==> config.mk <==
export PLATFORM = sky130hd
export DESIGN_NAME = fle_ccff_loader_flat
export DESIGN_NICKNAME = d
export VERILOG_FILES = /design/src/rtl/fle_ccff_loader_if.sv /design/src/rtl/fle_ccff_loader.sv /design/src/flat_wrapper.sv
export SDC_FILE = /design/constraint.sdc
export NUM_CORES = 1
export LEC_CHECK = 0
export ABC_AREA = 0
export CAP_MARGIN = 20
export CORE_ASPECT_RATIO = 1.5
export CORE_MARGIN = 2
export CORE_UTILIZATION = 40
export DETAILED_ROUTE_END_ITERATION = 8
export GPL_TIMING_DRIVEN = 0
export REMOVE_ABC_BUFFERS = 1
export SETUP_SLACK_MARGIN = 0.2
export SLEW_MARGIN = 0
export SYNTH_ARGS = -nofsm -noshare
export SYNTH_HDL_FRONTEND = slang
export SYNTH_SLANG_ARGS = --single-unit
==> constraint.sdc <==
create_clock -name prog_clk -period 3.5 [get_ports prog_clk]
set_clock_uncertainty 0.05 [all_clocks]
set_input_delay 0.7 -clock prog_clk [delete_from_list [all_inputs] [get_ports prog_clk]]
set_output_delay 0.7 -clock prog_clk [all_outputs]
set_load 0.03 [all_outputs]
==> src/rtl/fle_ccff_loader_if.sv <==
// Word-wide configuration stream between the bitstream source (master) and
// the ccff loader (slave).
interface fle_ccff_loader_if #(
  parameter int WORD_W = 8
);
  logic [WORD_W-1:0] cfg_data;
  logic              cfg_valid;
  logic              cfg_ready;

  modport master (output cfg_data, output cfg_valid, input cfg_ready);
  modport slave  (input cfg_data, input cfg_valid, output cfg_ready);
endinterface

==> src/rtl/fle_ccff_loader.sv <==
// Serializes host configuration words into an fle ccff chain (bit 0 first) and
// reassembles the bits leaving ccff_tail into readback words, all in prog_clk.
module fle_ccff_loader #(
  parameter int WORD_W    = 8,
  parameter int CHAIN_LEN = 20,
  parameter int CNT_W     = 16
) (
  input  logic              prog_clk,
  input  logic              prog_reset,
  input  logic              start,
  input  logic              abort,
  fle_ccff_loader_if.slave  cfg,
  output logic              ccff_head,
  output logic              ccff_en,
  input  logic              ccff_tail,
  output logic [WORD_W-1:0] rb_data,
  output logic              rb_valid,
  output logic              busy,
  output logic              done
);

  localparam int                WL_W       = $clog2(WORD_W + 1);
  localparam logic [CNT_W-1:0]  CHAIN_LEN_C = CNT_W'(CHAIN_LEN);
  localparam logic [CNT_W-1:0]  WORD_W_CNT  = CNT_W'(WORD_W);
  localparam logic [WL_W-1:0]   WORD_W_WL   = WL_W'(WORD_W);
  localparam logic [WL_W-1:0]   WORD_LAST   = WL_W'(WORD_W - 1);

  typedef enum logic [1:0] {IDLE, FETCH, SHIFT, FIN} state_e;

  state_e            state_q,     state_d;
  logic [WORD_W-1:0] shreg_q,     shreg_d;
  logic [CNT_W-1:0]  bits_left_q, bits_left_d;
  logic [WL_W-1:0]   word_left_q, word_left_d;
  logic [WORD_W-1:0] rb_shreg_q,  rb_shreg_d;
  logic [WL_W-1:0]   rb_cnt_q,    rb_cnt_d;
  logic [WORD_W-1:0] rb_data_q,   rb_data_d;
  logic              rb_valid_q,  rb_valid_d;
  logic [WORD_W-1:0] rb_word;

  always_ff @(posedge prog_clk or negedge prog_reset) begin
    if (!prog_reset) begin
      state_q     <= IDLE;
      shreg_q     <= '0;
      bits_left_q <= '0;
      word_left_q <= '0;
      rb_shreg_q  <= '0;
      rb_cnt_q    <= '0;
      rb_data_q   <= '0;
      rb_valid_q  <= 1'b0;
    end else begin
      state_q     <= state_d;
      shreg_q     <= shreg_d;
      bits_left_q <= bits_left_d;
      word_left_q <= word_left_d;
      rb_shreg_q  <= rb_shreg_d;
      rb_cnt_q    <= rb_cnt_d;
      rb_data_q   <= rb_data_d;
      rb_valid_q  <= rb_valid_d;
    end
  end

  always_comb begin
    state_d     = state_q;
    shreg_d     = shreg_q;
    bits_left_d = bits_left_q;
    word_left_d = word_left_q;
    rb_shreg_d  = rb_shreg_q;
    rb_cnt_d    = rb_cnt_q;
    rb_data_d   = rb_data_q;
    rb_valid_d  = 1'b0;
    rb_word     = rb_shreg_q | (WORD_W'(ccff_tail) << rb_cnt_q);

    if (abort && (state_q != IDLE)) begin
      // Any partially assembled readback word is dropped; the chain keeps
      // whatever it has shifted so far.
      state_d    = IDLE;
      rb_shreg_d = '0;
      rb_cnt_d   = '0;
    end else begin
      case (state_q)
        IDLE: begin
          if (start) begin
            state_d     = FETCH;
            bits_left_d = CHAIN_LEN_C;
            rb_shreg_d  = '0;
            rb_cnt_d    = '0;
          end
        end
        FETCH: begin
          if (cfg.cfg_valid) begin
            shreg_d     = cfg.cfg_data;
            word_left_d = (bits_left_q >= WORD_W_CNT) ? WORD_W_WL : WL_W'(bits_left_q);
            state_d     = SHIFT;
          end
        end
        SHIFT: begin
          shreg_d     = shreg_q >> 1;
          bits_left_d = bits_left_q - CNT_W'(1);
          word_left_d = word_left_q - WL_W'(1);
          rb_shreg_d  = rb_word;
          rb_cnt_d    = rb_cnt_q + WL_W'(1);
          // Unfilled upper readback bits are still zero, which pads the last word.
          if ((rb_cnt_q == WORD_LAST) || (bits_left_q == CNT_W'(1))) begin
            rb_data_d  = rb_word;
            rb_valid_d = 1'b1;
            rb_shreg_d = '0;
            rb_cnt_d   = '0;
          end
          if (bits_left_q == CNT_W'(1)) begin
            state_d = FIN;
          end else if (word_left_q == WL_W'(1)) begin
            state_d = FETCH;
          end
        end
        FIN: begin
          state_d = IDLE;
        end
        default: begin
          state_d = IDLE;
        end
      endcase
    end
  end

  // Outputs decode straight from state so an asynchronous reset clears them at once.
  always_comb begin
    busy          = (state_q != IDLE);
    ccff_en       = (state_q == SHIFT);
    ccff_head     = (state_q == SHIFT) && shreg_q[0];
    cfg.cfg_ready = (state_q == FETCH) && !abort;
    done          = (state_q == FIN) && !abort;
  end

  assign rb_data  = rb_data_q;
  assign rb_valid = rb_valid_q;

endmodule
==> src/flat_wrapper.sv <==
// flat-port wrapper written by rule: the top's interface ports become plain ports
module fle_ccff_loader_flat 
#(
  parameter int WORD_W    = 8,
  parameter int CHAIN_LEN = 20,
  parameter int CNT_W     = 16
)
  (prog_clk, prog_reset, start, abort, ccff_head, ccff_en, ccff_tail, rb_data, rb_valid, busy, done, cfg_cfg_data, cfg_cfg_valid, cfg_cfg_ready);
  fle_ccff_loader_if #(.WORD_W(WORD_W)) cfg_i ();
  input  logic prog_clk;
  input  logic prog_reset;
  input  logic start;
  input  logic abort;
  output logic ccff_head;
  output logic ccff_en;
  input  logic ccff_tail;
  output logic [WORD_W-1:0] rb_data;
  output logic rb_valid;
  output logic busy;
  output logic done;
  input wire logic [$bits(cfg_i.cfg_data)-1:0] cfg_cfg_data;
  input wire logic [$bits(cfg_i.cfg_valid)-1:0] cfg_cfg_valid;
  output wire logic [$bits(cfg_i.cfg_ready)-1:0] cfg_cfg_ready;
  assign cfg_i.cfg_data = cfg_cfg_data;
  assign cfg_i.cfg_valid = cfg_cfg_valid;
  assign cfg_cfg_ready = cfg_i.cfg_ready;
  fle_ccff_loader #(.WORD_W(WORD_W), .CHAIN_LEN(CHAIN_LEN), .CNT_W(CNT_W)) u_core (.prog_clk(prog_clk), .prog_reset(prog_reset), .start(start), .abort(abort), .cfg(cfg_i), .ccff_head(ccff_head), .ccff_en(ccff_en), .ccff_tail(ccff_tail), .rb_data(rb_data), .rb_valid(rb_valid), .busy(busy), .done(done));
endmodule
# Word level (Yosys, flattened, before mapping)
# Cells that the tools add are included.
# totals
ff_bits	51
inputBits	14
out_inout_bits	14
word_cells	66
# op_classes
n_addsub	3
n_lt_le_gt_ge	1
n_eq_ne	11
shifts	1
muxes	24
bitwise	2
n_reduce_logical	16
# op_table
cell	n
2-to-1 mux 8 bit	4
one-hot mux 16 bit (2 select lines)	1
one-hot mux 8 bit (2 select lines)	2
2-to-1 mux 4 bit	5
== test 16 x 1 -> 1 bit, second input constant	1
>= comparator 16 x 4 -> 1 bit, second input constant	1
2-to-1 mux 16 bit	1
one-hot mux 4 bit (2 select lines)	2
subtractor 16 x 1 -> 16 bit, second input constant	1
AND reduction 3 bit	4
2-to-1 mux 2 bit	5
bitwise OR 8 bit	1
one-hot mux 2 bit (4 select lines)	1
<< shifter 1 x 4 -> 8 bit	1
inequality test 3 x 2 -> 1 bit, second input constant	2
nonzero test 2 bit	3
adder 4 x 1 -> 4 bit, second input constant	1
== test 2 bit, second input constant	2
== test 4 x 1 -> 1 bit, second input constant	1
== test 4 x 3 -> 1 bit, second input constant	1
logical AND 1 bit	4
inequality test 2 bit, second input constant	2
inequality test 4 x 1 -> 1 bit, second input constant	1
subtractor 4 x 1 -> 4 bit, second input constant	1
8 further kinds	10

# Logic depth before layout (Yosys ltp)
# depth
ltp_word	5
depth_mapped	8
ltp_nobuf	6

# Worst setup path before layout
# OpenSTA, ideal clock, no wires.
# synth_path
path_kind	register -> output
start	register u_core.state_q[0]
end	output port ccff_head
arrival_ns	1.951
required_time_ns	2.750
setup_slack_ns	0.799
path_stages_with_launch	6
path_buffers	2
cell_sequence	dfrtp_1 -> inv_1 -> ha_1 -> buf_1 -> buf_1 -> and2_1
# synth_via
elab_chain_len	2
# synth_rtl
item	line	text
start: declaration	fle_ccff_loader.sv:30	state_e state_q, state_d;
start signal: assignment	fle_ccff_loader.sv:51	state_q <= state_d;
== test 2 bit	-	
net ccff_en	flat_wrapper.sv:15	output logic ccff_en;
logical AND 1 bit	fle_ccff_loader.sv:129	ccff_head = (state_q == SHIFT) && shreg_q[0];
end: declaration	flat_wrapper.sv:14	output logic ccff_head;
# The timed path passes the listed nets, and every way through them passes these cells.

# Worst setup path in the final report
# layout_path
start	register u_core.state_q[0]
end	output port ccff_head
# layout_via
elab_chain_len	2
# layout_rtl
item	line
== test 2 bit	fle_ccff_loader.sv:129
logical AND 1 bit	fle_ccff_loader.sv:129
# No other way between the ends.

==> summary.txt <==
STA
  – Slew HR: slightly below 30%
  – Fin crit share: 85.7%
  – Worst hold slack: between 0.2 and 0.3 ns
  – Total of endpoints with negative setup slack in the final report: 0
  – Final hold violations: 0
  – Transition at the pin with the smallest max-transition slack: about 1.1 ns
  – Setup_tns: 0 ns
  – Total count of max-transition violations in the final report: 0
  – RSZ-0062 raised after global routing: no
  – Highest clock rate: about 330 MHz
  – Post-route minimum period: 3.00 ns

Floorplanning
  – Initial core utilization: approximately two fifths
  – Num ports: 28
  – Die extent in x: ~71 um
  – Die Outline Area: 7430 um2
  – Number of placement rows: 36
  – Core region area: roughly 6500 um2
  – Vertical extent of the die: around 100 um

Drt
  – Routed vias/inst: between 5 and 6
  – DRC errors left: 0
  – Routed wire length per instance: roughly 15 um
  – Post-route antenna net violation count: 0
  – Post-detailed-routing wire length: 5.61 mm
  – Count of routing violations after the opening detailed-route iteration: 76
  – Number of detailed-route iterations in the first pass: 4
  – Detailed-route via count: between 2000 and 2500

Pwr
  – LEAKAGE: 1.30 nW
  – Power consumption: ~0.0019 W
  – Max IR drop VDD: between 200 and 250 uV
  – Power per cell area: about 610 nW/um2

Synthesis
  – Count of cell types in the netlist: 48
  – Count of flip-flops with a built-in enable after synthesis: 0
  – Flop and latch count out of synthesis: 51
  – Post-synthesis area per instance: 9.56 um2
  – Top FF cell, synth: dfrtp_1
  – Area of the mapped netlist: 2700 um2
  – Post-synthesis cell count: roughly 280
  – Number of warning messages in the yosys log: 0
  – Fraction of synthesized cell area taken by the top area cell type: between 40% and 50%
  – Fraction of synthesis flops using an asynchronous set or reset pin: 100%
  – Sequential fraction of the synthesis area: ~47%
  – Top cells by area, synth: dfrtp_1 47%, mux2i_1 5.6%, o21ai_0 4.5%
  – Cell taking the most area after synthesis: dfrtp_1

Setup path
  – Category of the most critical setup path: flip-flop to output port
  – Launching element of the worst setup path: u_core.state_q[0]
  – Kind of end point of the critical path: output port
  – Required time of the critical path: roughly 2.8 ns
  – Crit path max fanout: 24
  – Setup slack of the most critical reg-to-reg path: approximately 0.64 ns
  – Logic depth of the worst register-to-register path: 7
  – Kind of start point of the critical path: flip-flop
  – Signal arrival time at the worst endpoint: approximately 2.3 ns
  – Critical Path Sink: ccff_head
  – R2r endpoint: u_core.bits_left_q[15]
  – Reg-to-Reg Start: u_core.state_q[0]

Layout
  – Filler cells: 594
  – Final antenna diode count: 0
  – Synth-to-Final Area Change: 15.6%
  – Multi-input combinational cell area: 1290 um2
  – FF+latch area: approximately 1300 um2
  – Final net count: 329
  – Layout cells sized above 1: about 7.2%

Min path
  – Class of the most critical hold timing path: primary input to async pin

Global route
  – Met2 Resource Use GR: 29.6%
  – Antenna violations before repair: 0
  – Grt met1 use: roughly a fifth
  – Global-route wire length before repair: between 9 and 10 mm
  – Remaining global-route overflow: 0
  – Overall global routing resource usage: between 10% and 20%
  – Pin count of the biggest net entering global routing: 36
  – Met3 demand-to-capacity share in global routing: under 10%
  – Most heavily used metal layer in global routing: met2
  – Vias in the first global route: around 2100

Clocking
  – TritonCTS clock tree: built
  – Root Buffer Master: clkbuf_8
  – Maximum buffer depth of the clock tree: 2
  – Clock edge transition at the registers on the reported setup and hold paths: about 0.090 ns
  – Level count of the clock H-tree: 2
  – Clock Sink Count: 51
  – Clock buffer count from CTS: 5
  – Buffers inserted during post-CTS setup optimization: 0
  – Worst skew pair latency: 0.31 ns

Run
  – Max-capacitance violation count: 0

Placed design
  – Post-DP HPWL: roughly 4 mm
  – Final weighted congestion in routability-driven placement: ~0.8
  – Count of buffers inserted at the top-level ports: 27

Status
  – Status: completed
how the worst min path moves through the flow:
stage,endpoint,slack [ns]
after floorplan,u_core.bits_left_q[0],0.35
after global placement,u_core.shreg_q[0],0.41
after detailed placement,u_core.shreg_q[0],0.42
after CTS,u_core.rb_cnt_q[2],0.27
after global routing,u_core.bits_left_q[11],0.29
final,u_core.rb_cnt_q[2],0.27
placed cells by master (no fill, tap or decap), drive strengths merged, types with 6 or more instances in the layout:
cell / instances
a21oi: 23
a31oi: 8
clkdlybuf4s50: 26
dfrtp: 51
ha: 9
inv: 18
mux2i: 15
nand2: 28
nand2b: 6
nor2: 12
nor2b: 6
nor3: 7
o21ai: 24
or4: 8
worst max-delay path: stages, from the launching register on:
cell and delay (ns):
dfrtp_1 0.43, inv_1 0.10, ha_2 0.53, and2_1 0.20, clkdlybuf4s50_1 0.67
metal layers:
layer	up-vias	part of all wire, %	wire length (um)
li1	1064	-	-
met3	6	1.9	107
met1	1010	42	2370
met4	0	1.0	57
met2	21	55	3080
met5	-	0	0
sequential cells by signal, indices dropped and copies added (netlist names):
name                flops
u_core.bits_left_q     16
u_core.rb_data          8
u_core.rb_shreg_q       8
u_core.shreg_q          8
u_core.rb_cnt_q         4
u_core.word_left_q      4
u_core.state_q          2
u_core.rb_valid         1
cell type report:
type                            count  share of cell area [%]
Clock inverter                      3                   0.803
Timing Repair Buffer               29                    9.31
Sequential cell                    51                    40.9
Inverter                           19                    2.29
Multi-Input combinational cell    200                    41.4
Tap cell                           76                    3.05
Clock buffer                        5                    2.21
cells in the mapped netlist (3+ instances only):
cell	n
dfrtp_1	51
nand2_1	28
o21ai_0	24
a21oi_1	22
inv_1	18
mux2i_1	15
nor2_1	12
ha_1	9
a31oi_1	8
clkbuf_1	7
nor3_1	7
nand2b_1	6
nor2b_1	6
nand3_1	5
or3_1	5
or4_1	5
o31ai_1	4
and2_1	3
nand4_1	3
nor4_1	3
or2_2	3
or4_4	3
xor2_1	3
power breakdown:
| part | switching (W) | leakage [nW] | internal [W] | total (W) |
|---|---|---|---|---|
| sequential | 0.000112 | 0.637 | 0.000703 | 0.000815 |
| clock | 0.000204 | 0.0443 | 0.000143 | 0.000347 |
| combinational | 0.000456 | 0.615 | 0.000287 | 0.000743 |
| total | 0.000772 | 1.30 | 0.00113 | 0.00191 |
timing repair:
item,in CTS,in global routing
setup endpoints to repair,3,0
hold buffers,0,0
gates resized for setup,1,0
through the flow:
step | area [um2] | worst slack [ns] | util [%] | cells
3_5_place_dp | 3020 | 0.161 | 46.2 | 374
4_1_cts | 3110 | 0.448 | 47.6 | 382
3_3_place_gp | 3000 | 0.0678 | 45.9 | 373
2_1_floorplan | 2640 | 0.650 | - | 270
5_1_grt | 3120 | 0.405 | 47.7 | 383
6_report | 3120 | 0.501 | 47.7 | 383
cells by family (layout without fill, tap and decap cells):
| family | Yosys count | count (layout) | share of synthesized area, % |
|---|---|---|---|
| AOI/OAI and AO/OA | 75 | 75 | 16.9 |
| buffers and inverters | 31 | 56 | 4.92 |
| muxes | 16 | 16 | 5.99 |
| DFF | 51 | 51 | 47.3 |
| adders and majority gates | 9 | 9 | 4.18 |
| xor gates and xnor gates | 4 | 4 | 1.30 |
| and+or+nand+nor | 96 | 96 | 19.4 |
Power figures use the tool's default switching activity.
